[src/rtl/uart_pkg.sv]
// uart_pkg: shared constants and receiver state encoding for the UART link
package uart_pkg;
  localparam int OVERSAMPLE_DEF = 16;
  localparam int DATA_BITS_DEF = 8;
  localparam int FRAME_BITS = DATA_BITS_DEF + 2;
  typedef enum logic [2:0] {IDLE, START, DATA, STOP, BREAK} state_e;
endpackage

[src/rtl/sync_2ff.sv]
// sync_2ff: two-flop synchroniser for a single asynchronous input, resets to 1
module sync_2ff (
  input  logic clk,
  input  logic rst,
  input  logic d,
  output logic q
);
  logic s1_q, s2_q;
  always_ff @(posedge clk) begin
    if (rst) begin
      s1_q <= 1'b1;
      s2_q <= 1'b1;
    end else begin
      s1_q <= d;
      s2_q <= s1_q;
    end
  end
  assign q = s2_q;
endmodule

[src/rtl/uart_rx.sv]
// uart_rx: oversampled 8N1 receiver with valid strobe, frame error flag and break handling
module uart_rx
  import uart_pkg::*;
#(
  parameter int OVERSAMPLE = OVERSAMPLE_DEF,
  parameter int DATA_BITS = DATA_BITS_DEF
) (
  input  logic                 clk,
  input  logic                 rst,
  input  logic                 rx,
  input  logic                 os_tick,
  output logic [DATA_BITS-1:0] data,
  output logic                 valid,
  output logic                 frame_err,
  output logic                 busy
);
  localparam int TW = $clog2(OVERSAMPLE);
  localparam int BW = $clog2(DATA_BITS);
  localparam logic [TW-1:0] HALF = TW'(OVERSAMPLE / 2 - 1);
  localparam logic [TW-1:0] LAST = TW'(OVERSAMPLE - 1);
  localparam logic [BW-1:0] LAST_BIT = BW'(DATA_BITS - 1);
  logic rx_s;
  state_e state_q, state_d;
  logic [TW-1:0] tick_q, tick_d;
  logic [BW-1:0] bit_q, bit_d;
  logic [DATA_BITS-1:0] shift_q, shift_d, data_q, data_d;
  logic valid_q, valid_d, ferr_q, ferr_d;
  sync_2ff u_sync (
    .clk(clk),
    .rst(rst),
    .d  (rx),
    .q  (rx_s)
  );
  always_comb begin
    state_d = state_q;
    tick_d = tick_q;
    bit_d = bit_q;
    shift_d = shift_q;
    data_d = data_q;
    valid_d = 1'b0;
    ferr_d = 1'b0;
    if (os_tick) begin
      case (state_q)
        IDLE: begin
          state_d = rx_s ? IDLE : START;
          tick_d = '0;
        end
        START: begin
          tick_d = tick_q + TW'(1);
          if (tick_q == HALF) begin
            state_d = rx_s ? IDLE : DATA;
            tick_d = '0;
            bit_d = '0;
          end
        end
        DATA: begin
          tick_d = tick_q + TW'(1);
          if (tick_q == LAST) begin
            shift_d = {rx_s, shift_q[DATA_BITS-1:1]};
            tick_d = '0;
            state_d = (bit_q == LAST_BIT) ? STOP : DATA;
            bit_d = (bit_q == LAST_BIT) ? bit_q : bit_q + BW'(1);
          end
        end
        STOP: begin
          tick_d = tick_q + TW'(1);
          if (tick_q == LAST) begin
            tick_d = '0;
            state_d = rx_s ? IDLE : BREAK;
            data_d = rx_s ? shift_q : data_q;
            valid_d = rx_s;
            ferr_d = !rx_s;
          end
        end
        BREAK: state_d = rx_s ? IDLE : BREAK;
        default: state_d = IDLE;
      endcase
    end
  end
  always_ff @(posedge clk) begin
    if (rst) begin
      state_q <= IDLE;
      tick_q <= '0;
      bit_q <= '0;
      shift_q <= '0;
      data_q <= '0;
      valid_q <= 1'b0;
      ferr_q <= 1'b0;
    end else begin
      state_q <= state_d;
      tick_q <= tick_d;
      bit_q <= bit_d;
      shift_q <= shift_d;
      data_q <= data_d;
      valid_q <= valid_d;
      ferr_q <= ferr_d;
    end
  end
  assign data = data_q;
  assign valid = valid_q;
  assign frame_err = ferr_q;
  assign busy = state_q != IDLE;
endmodule
[config.mk]
export PLATFORM = sky130hd
export DESIGN_NAME = uart_rx
export DESIGN_NICKNAME = d
export VERILOG_FILES = /design/src/rtl/uart_pkg.sv /design/src/rtl/sync_2ff.sv /design/src/rtl/uart_rx.sv
export SDC_FILE = /design/constraint.sdc
export NUM_CORES = 1
export LEC_CHECK = 0
export ABC_CLOCK_PERIOD_IN_PS = 2600
export BUFFER_PORTS_ARGS = -buffer_cell sky130_fd_sc_hd__buf_2
export CAP_MARGIN = 20
export CORE_MARGIN = 5
export CORE_UTILIZATION = 60
export CTS_BUF_LIST = sky130_fd_sc_hd__clkbuf_16
export DETAILED_ROUTE_END_ITERATION = 10
export PLACE_DENSITY = 0.84
export SYNTH_ARGS = -nofsm -noshare
export SYNTH_HDL_FRONTEND = slang
export SYNTH_SLANG_ARGS = --single-unit
[constraint.sdc]
create_clock -name clk -period 2.6 [get_ports clk]
set_input_delay 0.13 -clock clk [delete_from_list [all_inputs] [get_ports clk]]
set_output_delay 0.13 -clock clk [all_outputs]
set_load 0.05 [all_outputs]
## Word level (Yosys, flattened, before mapping)

Index checks and enable logic that the tools add are counted.

| storage, ports and cells | value |
|---|---|
| bits in registers | 30 |
| latch bits | 0 |
| memory bits (writable) | 0 |
| memory bits (read-only) | 0 |
| input bits | 4 |
| output and inout port bits | 11 |
| logic and storage cells | 52 |
| memories kept | 0 |

| cells by class | value |
|---|---|
| $add $sub $neg | 2 |
| $mul | 0 |
| div/mod/pow operators | 0 |
| $lt $le $gt $ge | 0 |
| eq/ne operators | 11 |
| shift operators | 0 |
| muxes and demuxes | 15 |
| bitwise logic cells | 3 |
| reduce and logical (&&, ||, !) cells | 12 |

Operators by type and width:

| kind | count |
|---|---|
| $mux W3 | 7 |
| $pmux W3 S5 | 1 |
| $pmux W4 S3 | 1 |
| $mux W4 | 2 |
| $ne A2 B2 Y1 const B | 4 |
| $reduce_and A4 Y1 | 2 |
| $eq A3 B2 Y1 const B | 2 |
| $eq A3 B3 Y1 const B | 2 |
| $pmux W3 S2 | 1 |
| $reduce_bool A3 Y1 | 2 |
| $reduce_and A5 Y1 | 1 |
| $add A4 B1 Y4 const B | 1 |
| $eq A4 B3 Y1 const B | 1 |
| $eq A4 B4 Y1 const B | 1 |
| $reduce_or A4 Y1 | 1 |
| $add A3 B1 Y3 const B | 1 |
| $eq A3 B1 Y1 const B | 1 |
| $logic_not A3 Y1 | 1 |
| $not A1 Y1 | 3 |
| $reduce_and A3 Y1 | 1 |
| $mux W1 | 2 |
| $mux W2 | 1 |
| $reduce_and A2 Y1 | 1 |
| $reduce_bool A2 Y1 | 1 |
| other kinds (2) | 2 |

## Logic depth before layout (Yosys ltp)

Gate-level depths: netlist of run 1.

| depth | value |
|---|---|
| depth in word-level cells | 4 |
| depth in mapped cells | 6 |

## Cells and area by module

Synthesis of run 1 repeated with hierarchy kept, for this count alone.

| second synthesis, totals | value |
|---|---|
| cells, all modules | 138 |
| area, all modules | 1312.5 sq um |

By module, submodules not included:

| module | times used | cells each | area an instance (sq um) |
|---|---|---|---|
| uart_rx | 1 | 134 | 1260.0 |
| sync_2ff | 1 | 4 | 52.6 |

## Least setup slack after synthesis of run 1

OpenSTA, ideal clock, no wires.

| timing | value |
|---|---|
| kind | flip-flop to flip-flop |
| from | reg bit_q[0] |
| to | reg bit_q[1] |
| setup time | 0.071 ns |
| arrival | 1.520 ns |
| required time | 2.529 ns |
| setup slack | 1.009 ns |
| cell stages (with the launch flop) | 7 |
| clock period less this slack | 1.591 ns |
| cell sequence | dfxtp_1 ha_1 ha_1 and4bb_2 o21ai_1 or3_1 a21oi_1 |

| on the way | value |
|---|---|
| word-level cells in the longest chain between the ends | 4 |
| elaborated cells between the ends (all ways) | 7 |
| those cells by class | add/sub (1); eq/ne (2); mux (3); reduce/logical (1) |

RTL lines:

| item | line | RTL |
|---|---|---|
| from (decl) | uart_rx.sv:25 | `logic [BW-1:0] bit_q, bit_d;` |
| from (signal assigned) | uart_rx.sv:92 | `bit_q <= bit_d;` |
| $add A3 B1 Y3 | uart_rx.sv:62 | `bit_d = (bit_q == LAST_BIT) ? bit_q : bit_q + BW'(1);` |
| $mux W3 | uart_rx.sv:62 |  |
| $mux W3 | uart_rx.sv:58 | `if (tick_q == LAST) begin` |
| $pmux W3 S2 | uart_rx.sv:43 | `case (state_q)` |

Parallel ways exist; a longest one is shown, timed or not. The select of a mux whose other input is x is not followed.
A chain may end at the register's enable or synchronous reset.

## Worst setup path in the final report of run 1

| timing | value |
|---|---|
| from | reg state_q[1] |
| to | reg tick_q[0] |

| on the way | value |
|---|---|
| word-level cells in the longest chain between the ends | 4 |
| elaborated cells between the ends (all ways) | 8 |
| those cells by class | eq/ne (3); mux (1); reduce/logical (4) |

RTL lines:

| item | line | RTL |
|---|---|---|
| from (decl) | uart_rx.sv:23 | `state_e state_q, state_d;` |
| from (signal assigned) | uart_rx.sv:90 | `state_q <= state_d;` |
| $eq A3 B2 Y1 | uart_rx.sv:43 |  |
| $reduce_or A2 Y1 (no source line) | - |  |
| $reduce_bool A3 Y1 (no source line) | - |  |
| $reduce_and A2 Y1 (no source line) | - |  |
| to (signal assigned) | uart_rx.sv:91 | `tick_q <= tick_d;` |
| to (decl) | uart_rx.sv:24 | `logic [TW-1:0] tick_q, tick_d;` |

Parallel ways exist; a longest one is shown, timed or not.

==> results summary, run 1 <==
The run finished with clean final reports. The die span in x came out at 56.4 um. The worst hold path terminates at u_sync.s1_q. Setup repair after global routing left no endpoint under its margin. The path class of the tightest hold or removal check is input pin to flip-flop.

The count of endpoints failing setup in the final report is 0. The worst register-to-register path has a depth of 4. The port buffer count is 14.

After detailed routing, the average wire length per cell comes to 13.4 um. In this run the tightest slew margin relative to its limit is 61.5%. In the post-synthesis netlist, the cell with the most instances is sky130_fd_sc_hd__dfxtp_1.

The synthesized net count is 146. Clock latency on the worst-skew pair, taken at its later pin, is 0.27 ns. The clock-pin slew on the worst setup and hold paths is 0.05 ns.

The worst hold path was traced through 2 stages. The first-pass GRT wire length is 3970 um. Before antenna repair, the detailed router went through 4 iterations.

The post-route DRC violation count came out at 0. For this configuration, the core starts out at a cell density of 64.6%. The floorplan core area came out at 2000 um2. The antenna violation net count after detailed routing came out at 0.

TritonCTS built the clock tree. The tree is rooted in a sky130_fd_sc_hd__clkbuf_16. In this run the most critical hold path is launched from rx. By area the synthesized netlist is led by sky130_fd_sc_hd__dfxtp_1 46%, sky130_fd_sc_hd__mux2i_1 12%, sky130_fd_sc_hd__nor2_1 5.8%. The leading area contributor after synthesis is sky130_fd_sc_hd__dfxtp_1. The max-capacitance violation count is 0. The largest single stage delay on the critical path is 0.68 ns.

The number of buffers inserted by post-CTS setup repair came out at 0. The area added between synthesis and finish came out at 15.6%. STA classifies the critical path endpoint as a flip-flop.

Counting instances in the post-synthesis netlist gives the leading cell types as 30 x sky130_fd_sc_hd__dfxtp_1, 20 x sky130_fd_sc_hd__nor2_1, 16 x sky130_fd_sc_hd__mux2i_1. The post-DP HPWL came out at 1610 um. The number of antenna violations at the first check in global routing came to 0. The combinational group share of total power came out at 3.9%.

For this run, the leading register cell type out of synthesis is sky130_fd_sc_hd__dfxtp_1. The congestion estimate from routability-driven global placement came to 0.804. The antenna diode count came out at 0. The total of warnings raised by yosys is 0. The critical path goes through nor2_1 -> a311o_1 -> or3_1 -> a21oi_1. The initial detailed-routing violation count is 16. The hold buffer count at cts came out at 0. The critical path launch point type is a flip-flop. Counting flops and latches in the post-synthesis netlist gives 30. The ratio of final minimum period to clock period is 69.7%.

The clock network is responsible for 51.0% of the overall power. The share of synthesized registers carrying an async set or reset came out at 0%. The post-CTS resize count came out at 0. The floorplan die area is 3180 um2. The start of the worst register-to-register path is state_q[1].

The measured slew at the worst slew-check pin came out at 0.576 ns. Across all register-to-register paths, the minimum setup slack is 0.79 ns. The critical path starts at state_q[1].

For this design the top-level I/O count stands at 15. The total global routing overflow is 0. The routed via count divided by cell count came out at 5.70. The setup TNS after final layout came out at 0 ns. Summed over all layers, the routed wires come to 2410 um.

The proportion of synthesized chip area in sequential cells is 46.5%. The highest achievable clock rate is 552 MHz. The total via count in the routed design is 1,021. The net switching component of the power is 0.000226 W. The slowest cell on the critical path is sky130_fd_sc_hd__dfxtp_1. Along the worst path, the maximum fanout reaches 18. The endpoint identified for the worst register-to-register timing path is tick_q[0]. The share of total power dissipated in sequential elements is 45.1%. The number of enable flip-flop cells after synthesis came out at 0. The largest net degree at the start of global routing is 32.

The time the final worst path needs with I/O delays and setup is 1.81 ns. The count of different cell masters after synthesis came out at 34. In this run the biggest area consumer among cell types represents 46.5% of the synthesized area. The number of H-tree levels is 2. For this run, the total global-route usage over all layers was measured as 15.9%. The final standard cell utilization of the core is 74.6%. The mapped cell area is 1290 um2. The total CTS buffers came out at 5. The mean instance size in the synthesized netlist is 9.30 um2. CTS saw 30 sinks. The total number of placement rows came out at 16. The number of max-slew violations in the final report came out at 0. Counting along the longest clock path gives a buffer depth of 2.

The share of final-layout standard cells stronger than drive strength 1 is 17.1%. The via count of the first global-routing pass is 946. The setup skew after layout is 0.00478 ns. The arrival time at the worst endpoint is 2.01 ns. IR analysis of the VDD net gives a maximum drop of 547 uV. The fill cell total of the finished layout is 159.

The total power consumption of the routed design came out at 0.00105 W. The type of the worst setup path is flip-flop to flip-flop. The required time of the critical path came out at 2.80 ns.

In the final design database the tool counted 158 nets. The internal power of the cells totals 0.000827 W. The static leakage is 0.662 nW. The number of instances in the synthesized netlist came out at 139. The height of the die came out at 56.4 um.

The switching part of the total came out at 21.5%. The final number of hold-violating endpoints is 0. The cell area power density is 704 nW/um2.
## metal layers
| metal | share of wire (%) | wire, um | GRT usage [%] |
|---|---|---|---|
| met4 | 2.0 | 48 | 9.83 |
| met5 | 0 | 0 | 0 |
| met3 | 5.3 | 128 | 6.19 |
| met2 | 49 | 1170 | 25.7 |
| met1 | 44 | 1060 | 17.5 |
## per-stage QoR
step / hold slack [ns] / std cells / cell area (um2) / worst slack [ns]
2_1_floorplan: 0.234 / 139 / 1290 / 1.01
3_3_place_gp: 0.313 / 171 / 1350 / 0.867
3_5_place_dp: 0.316 / 171 / 1350 / 0.821
4_1_cts: 0.0317 / 179 / 1490 / 0.805
5_1_grt: 0.0340 / 179 / 1490 / 0.655
6_report: 0.0366 / 179 / 1490 / 0.788
## cell usage in the layout, fill, tap and decap left out, types with 2 or more instances in the layout
cell                        netlist  final
sky130_fd_sc_hd__or2_2            3      3
sky130_fd_sc_hd__or3_1            5      5
sky130_fd_sc_hd__nand3_1          3      3
sky130_fd_sc_hd__clkbuf_16        0      5
sky130_fd_sc_hd__nand2_1         10     10
sky130_fd_sc_hd__ha_1             3      3
sky130_fd_sc_hd__nor2_1          20     20
sky130_fd_sc_hd__buf_2            2     14
sky130_fd_sc_hd__nand2b_1         2      2
sky130_fd_sc_hd__nor3_1           3      3
sky130_fd_sc_hd__mux2i_1         16     16
sky130_fd_sc_hd__nor2b_1          3      3
sky130_fd_sc_hd__dfxtp_1         30     30
sky130_fd_sc_hd__a21oi_1          9      9
sky130_fd_sc_hd__nor3b_1          4      4
sky130_fd_sc_hd__o21ai_0          2      2
## worst max path at each step
stage | end | slack [ns] | depth (start not counted)
finish | tick_q[0] | 0.79 | 4
global route | tick_q[0] | 0.65 | 4
CTS | shift_q[5] | 0.81 | 5
detailed placement | shift_q[5] | 0.82 | 5
global placement | shift_q[5] | 0.87 | 5
floorplan | bit_q[1] | 1.01 | 6
## layout make-up
cell class | instances | area [um2] | share of cell area [%]
multi-input cells | 99 | 644 | 43.1
flip-flops and latches | 30 | 601 | 40.2
clock buffers | 5 | 125 | 8.38
repair buffers | 14 | 70.1 | 4.69
well taps | 27 | 33.8 | 2.26
clock inverters | 3 | 16.3 | 1.09
inverters | 1 | 3.75 | 0.251
## critical path: cells and delay by family (launching register included)
kind | cells | cell delay (ns)
simple gates | 2 | 0.49
flops | 1 | 0.68
compound gates | 2 | 0.57
## kinds of logic (layout without fill, tap and decap cells)
| family | count (synthesis) | count (layout) | share of synthesized area [%] |
|---|---|---|---|
| xor gates and xnor gates | 1 | 1 | 0.678 |
| buffers and inverters | 10 | 23 | 3.68 |
| and+or+nand+nor | 58 | 58 | 23.5 |
| DFF | 30 | 30 | 46.5 |
| muxes | 16 | 16 | 12.4 |
| AOI/OAI and AO/OA | 21 | 21 | 10.4 |
| adders and majority gates | 3 | 3 | 2.90 |
## flip-flops by register name, indices dropped and copies added, names as in the netlist
register,cells
tick_q,4
shift_q,8
bit_q,3
u_sync.q,1
valid,1
u_sync.s1_q,1
data,8
state_q,3
frame_err,1
## power by group through the flow
stage               Combinational [W]  Sequential (W)  Clock [W]
finish                      0.0000406        0.000475   0.000537
global route                0.0000447        0.000475   0.000575
CTS                         0.0000405        0.000474   0.000546
detailed placement          0.0000402        0.000483          0
global placement            0.0000389        0.000483          0
floorplan                   0.0000390        0.000476          0
No activity file was read; power rests on OpenSTA's default activity.
==> inputs of run 2 (changes only) <==
- ABC_AREA: unset -> 1
- ABC_CLOCK_PERIOD_IN_PS: 2600 -> 1820
- CORE_UTILIZATION: 60 -> 56
- PLACE_DENSITY: 0.84 -> 0.79
- clock period: 2.6 -> 1.82 ns (I/O delays scaled with it)
==> run 2 against run 1 <==
Compared with the run above:
- sequential share of layout area is 1.7 points lower
- first-iteration DRC count is 110% higher
- register-to-register slack worse by 0.45 ns
- critical path type unchanged
- highest routed layer unchanged
==> results summary, run 2 <==
Ranked by total cell area, the synthesized netlist is headed by sky130_fd_sc_hd__dfxtp_1 45%, sky130_fd_sc_hd__nand2_1 9.0%, sky130_fd_sc_hd__nor2_1 7.6%. The combinational group share of total power is 5.6%. The first global-routing pass estimated 5030 um of wire. Entering global routing, the biggest net connects 17 pins. The worst slew margin relative to its limit came out at 68.0%. The total of warnings raised by yosys came out at 0. The number of max-slew violations in the final report came out at 0. Across the run, the number of max-cap violations was 0. The proportion of netlist area held by the largest area contributor is 45.0%. After clock tree synthesis, the clock-pin slew on the worst setup and hold paths is 0.05 ns. The largest individual stage delay along the critical path comes from the cell sky130_fd_sc_hd__dfxtp_1. In the routed layout, each cell is associated on average with a via count of 5.38. The clock group share of total power came out at 50.1%. TritonCTS built the clock tree. The tree built by TritonCTS fans out to 30 sinks. The number of enable flip-flop cells after synthesis is 0. The final number of hold-violating endpoints came to 0. The highest achievable clock rate came out at 674 MHz. The post-route DRC violation count is 0. The antenna diode count is 0. For this block, the initial DRC count from the detailed router was 33. The global-route total usage across every layer is 19.3%. The later pin in the worst-skew pair is clocked with a latency of 0.27 ns. The count of different cell masters after synthesis is 25. The number of antenna violations at the first check in global routing is 0. Setup repair after global routing left no endpoint under its margin. Of the total power, registers draw 44.3%.

The largest fanout on the critical path is 12. The floorplan core area is 2250 um2. The required time of the critical path is 1.98 ns. The run finished with clean final reports.

The antenna violation net count after detailed routing is 0. The number of storage elements in the synthesis netlist is 30. The cell count after synthesis came out at 175.

Once detailed placement completed, the half-perimeter wirelength came to 2040 um. The setup TNS after final layout is 0 ns. In the layout the commonest cells are 32 x sky130_fd_sc_hd__nand2_1, 30 x sky130_fd_sc_hd__dfxtp_1, 27 x sky130_fd_sc_hd__nor2_1. Walking the worst path, the cells encountered are ha_1 -> nand3_4 -> nor2_8 -> nand2_4 -> o21ai_0 -> nor2_1. The deepest clock path buffer count is 2. The commonest cells after synthesis are 32 x sky130_fd_sc_hd__nand2_1, 30 x sky130_fd_sc_hd__dfxtp_1, 27 x sky130_fd_sc_hd__nor2_1.

The via count of the first global-routing pass is 1,192. The total via count in the routed design came out at 1,195. The worst hold path belongs to the class input pin to flip-flop. By instance count, the leading cell after synthesis is sky130_fd_sc_hd__nand2_1.

The worst IR drop on VDD came out at 887 uV. The mapped cell area is 1340 um2. For the final database, setup skew stands at 0.00620 ns. The initial cell density of the core came out at 59.2%. Port buffering added 14 buffers. The top flip-flop cell by instance count after synthesis is sky130_fd_sc_hd__dfxtp_1. Wires add up to 2920 um. The first TritonRoute pass finished after 4 iterations. The mean instance size in the synthesized netlist came out at 7.63 um2. The number of buffers inserted by post-CTS setup repair is 0. The largest total area in the synthesized netlist belongs to sky130_fd_sc_hd__dfxtp_1.

The worst setup path is captured at a flip-flop. Together, buffers and inverters on the worst path number 0. The floorplan die area is 3460 um2.

The share of synthesized registers carrying an async set or reset came out at 0%. Setup violations remaining at the end of the flow were counted as 0. The mean routed wirelength per cell is 13.2 um. The share of final-layout standard cells stronger than drive strength 1 came out at 18.0%.

Data on the critical path arrives at its endpoint at 1.65 ns. Of the total power, the share spent switching nets is 22.4%. The setup path with the least slack is of type flip-flop to flip-flop. The number of nets in the finished design is 200. The analysis attributes to net switching a power of 0.000341 W. The ratio of final minimum period to clock period is 81.6%. The total global routing overflow is 0. The time the final worst path needs with I/O delays and setup came out at 1.48 ns. Leaving out fill and tap cells, the most frequent cell in the layout is sky130_fd_sc_hd__nand2_1. For the pin with the worst max-slew slack, the measured transition is 0.480 ns. The maximum single-stage delay on the critical path came out at 0.38 ns. The critical path launch point type is a flip-flop.

Cell internal power was estimated by the tool at 0.00118 W. The cell area power density is 975 nW/um2. The total number of placement rows is 17.

Cells fill 69.3% of the core in the end. The top cell family by delay on the critical path is simple AND/OR/NAND/NOR gates. The top-level I/O count came out at 15. The library cell used as clock root buffer is sky130_fd_sc_hd__clkbuf_16. After filler insertion, the fill cell instance count of the layout stands at 195.

In this run the static leakage power is 0.676 nW. The die span in x came out at 58.8 um. Relative to the synthesized area, the layout overhead comes to 17.0%.

The proportion of synthesized chip area in sequential cells came out at 45.0%. From bottom edge to top edge, the die measures 58.8 um. The synthesized net count came out at 182. The routability-driven placement congestion ratio is 0.832. Buffers inserted during clock tree synthesis total 5.

The H-tree was split into 2 levels.
run 2: worst paths after layout:
check        cells after the start          to         from  slack, ns
max reg2reg                      6  shift_q[2]    tick_q[0]       0.34
min reg2reg                      1    u_sync.q  u_sync.s1_q       0.41
max                              6  shift_q[2]    tick_q[0]       0.34
min                              3   tick_q[2]      os_tick       0.13
run 2: timing repair:
| item | in CTS | in global routing |
|---|---|---|
| gates resized for setup | 0 | 0 |
| endpoints found under the hold margin | 1 | 0 |
| endpoints found under the setup margin | 0 | 0 |
| hold buffers | 1 | 0 |
run 2: tightest hold or removal path: cells and delay by family:
family                 cells  cell delay (ns)
and+or+nand+nor            1             0.08
buffers and inverters      1             0.13
AOI/OAI and AO/OA          1             0.06
run 2: cell families (layout without fill, tap and decap cells):
logic type | count (synthesis) | count (layout) | share of synthesized area [%]
AO/OA/AOI/OAI | 33 | 33 | 12.5
adder cells (fa/ha/maj) | 3 | 3 | 2.81
buffers and inverters | 19 | 38 | 6.28
flip-flops | 30 | 30 | 45.0
AND/OR/NAND/NOR | 90 | 90 | 33.5
run 2: power by group through the flow:
| stage | clock (W) | sequential [W] | combinational [W] |
|---|---|---|---|
| 4_1_cts | 0.000769 | 0.000674 | 0.0000841 |
| 3_3_place_gp | 0 | 0.000686 | 0.0000796 |
| 6_report | 0.000763 | 0.000674 | 0.0000848 |
| 2_1_floorplan | 0 | 0.000681 | 0.0000689 |
| 3_5_place_dp | 0 | 0.000687 | 0.0000819 |
| 5_1_grt | 0.000809 | 0.000674 | 0.0000947 |
run 2: per-layer routing:
layer  vias to the layer above  track usage, %  routed length [um]
met2                        23            30.6                1420
met4                         0            11.3                  70
met5                         -               0                   0
met3                         8            5.70                 112
li1                        611               -                   -
met1                       553            22.8                1310
run 2: stage by stage:
stage                     hold slack, ns  cell area, um2  cells  worst slack [ns]  power [W]
after detailed placement           0.273            1410    213             0.340   0.000769
after global routing               0.169            1560    222             0.175    0.00158
after CTS                          0.134            1560    222             0.344    0.00153
after global placement             0.269            1410    213             0.415   0.000766
final                              0.135            1560    222             0.335    0.00152
after floorplan                    0.160            1340    175             0.552   0.000750
run 2: area by class of cell:
| type | count | area, um2 | share of cell area [%] |
|---|---|---|---|
| clock buffers | 5 | 125 | 8.01 |
| clock inverters | 3 | 12.5 | 0.801 |
| inverters | 15 | 57.6 | 3.69 |
| multi-input cells | 126 | 651 | 41.7 |
| flip-flops and latches | 30 | 601 | 38.5 |
| well taps | 28 | 35.0 | 2.24 |
| repair buffers | 15 | 80.1 | 5.13 |
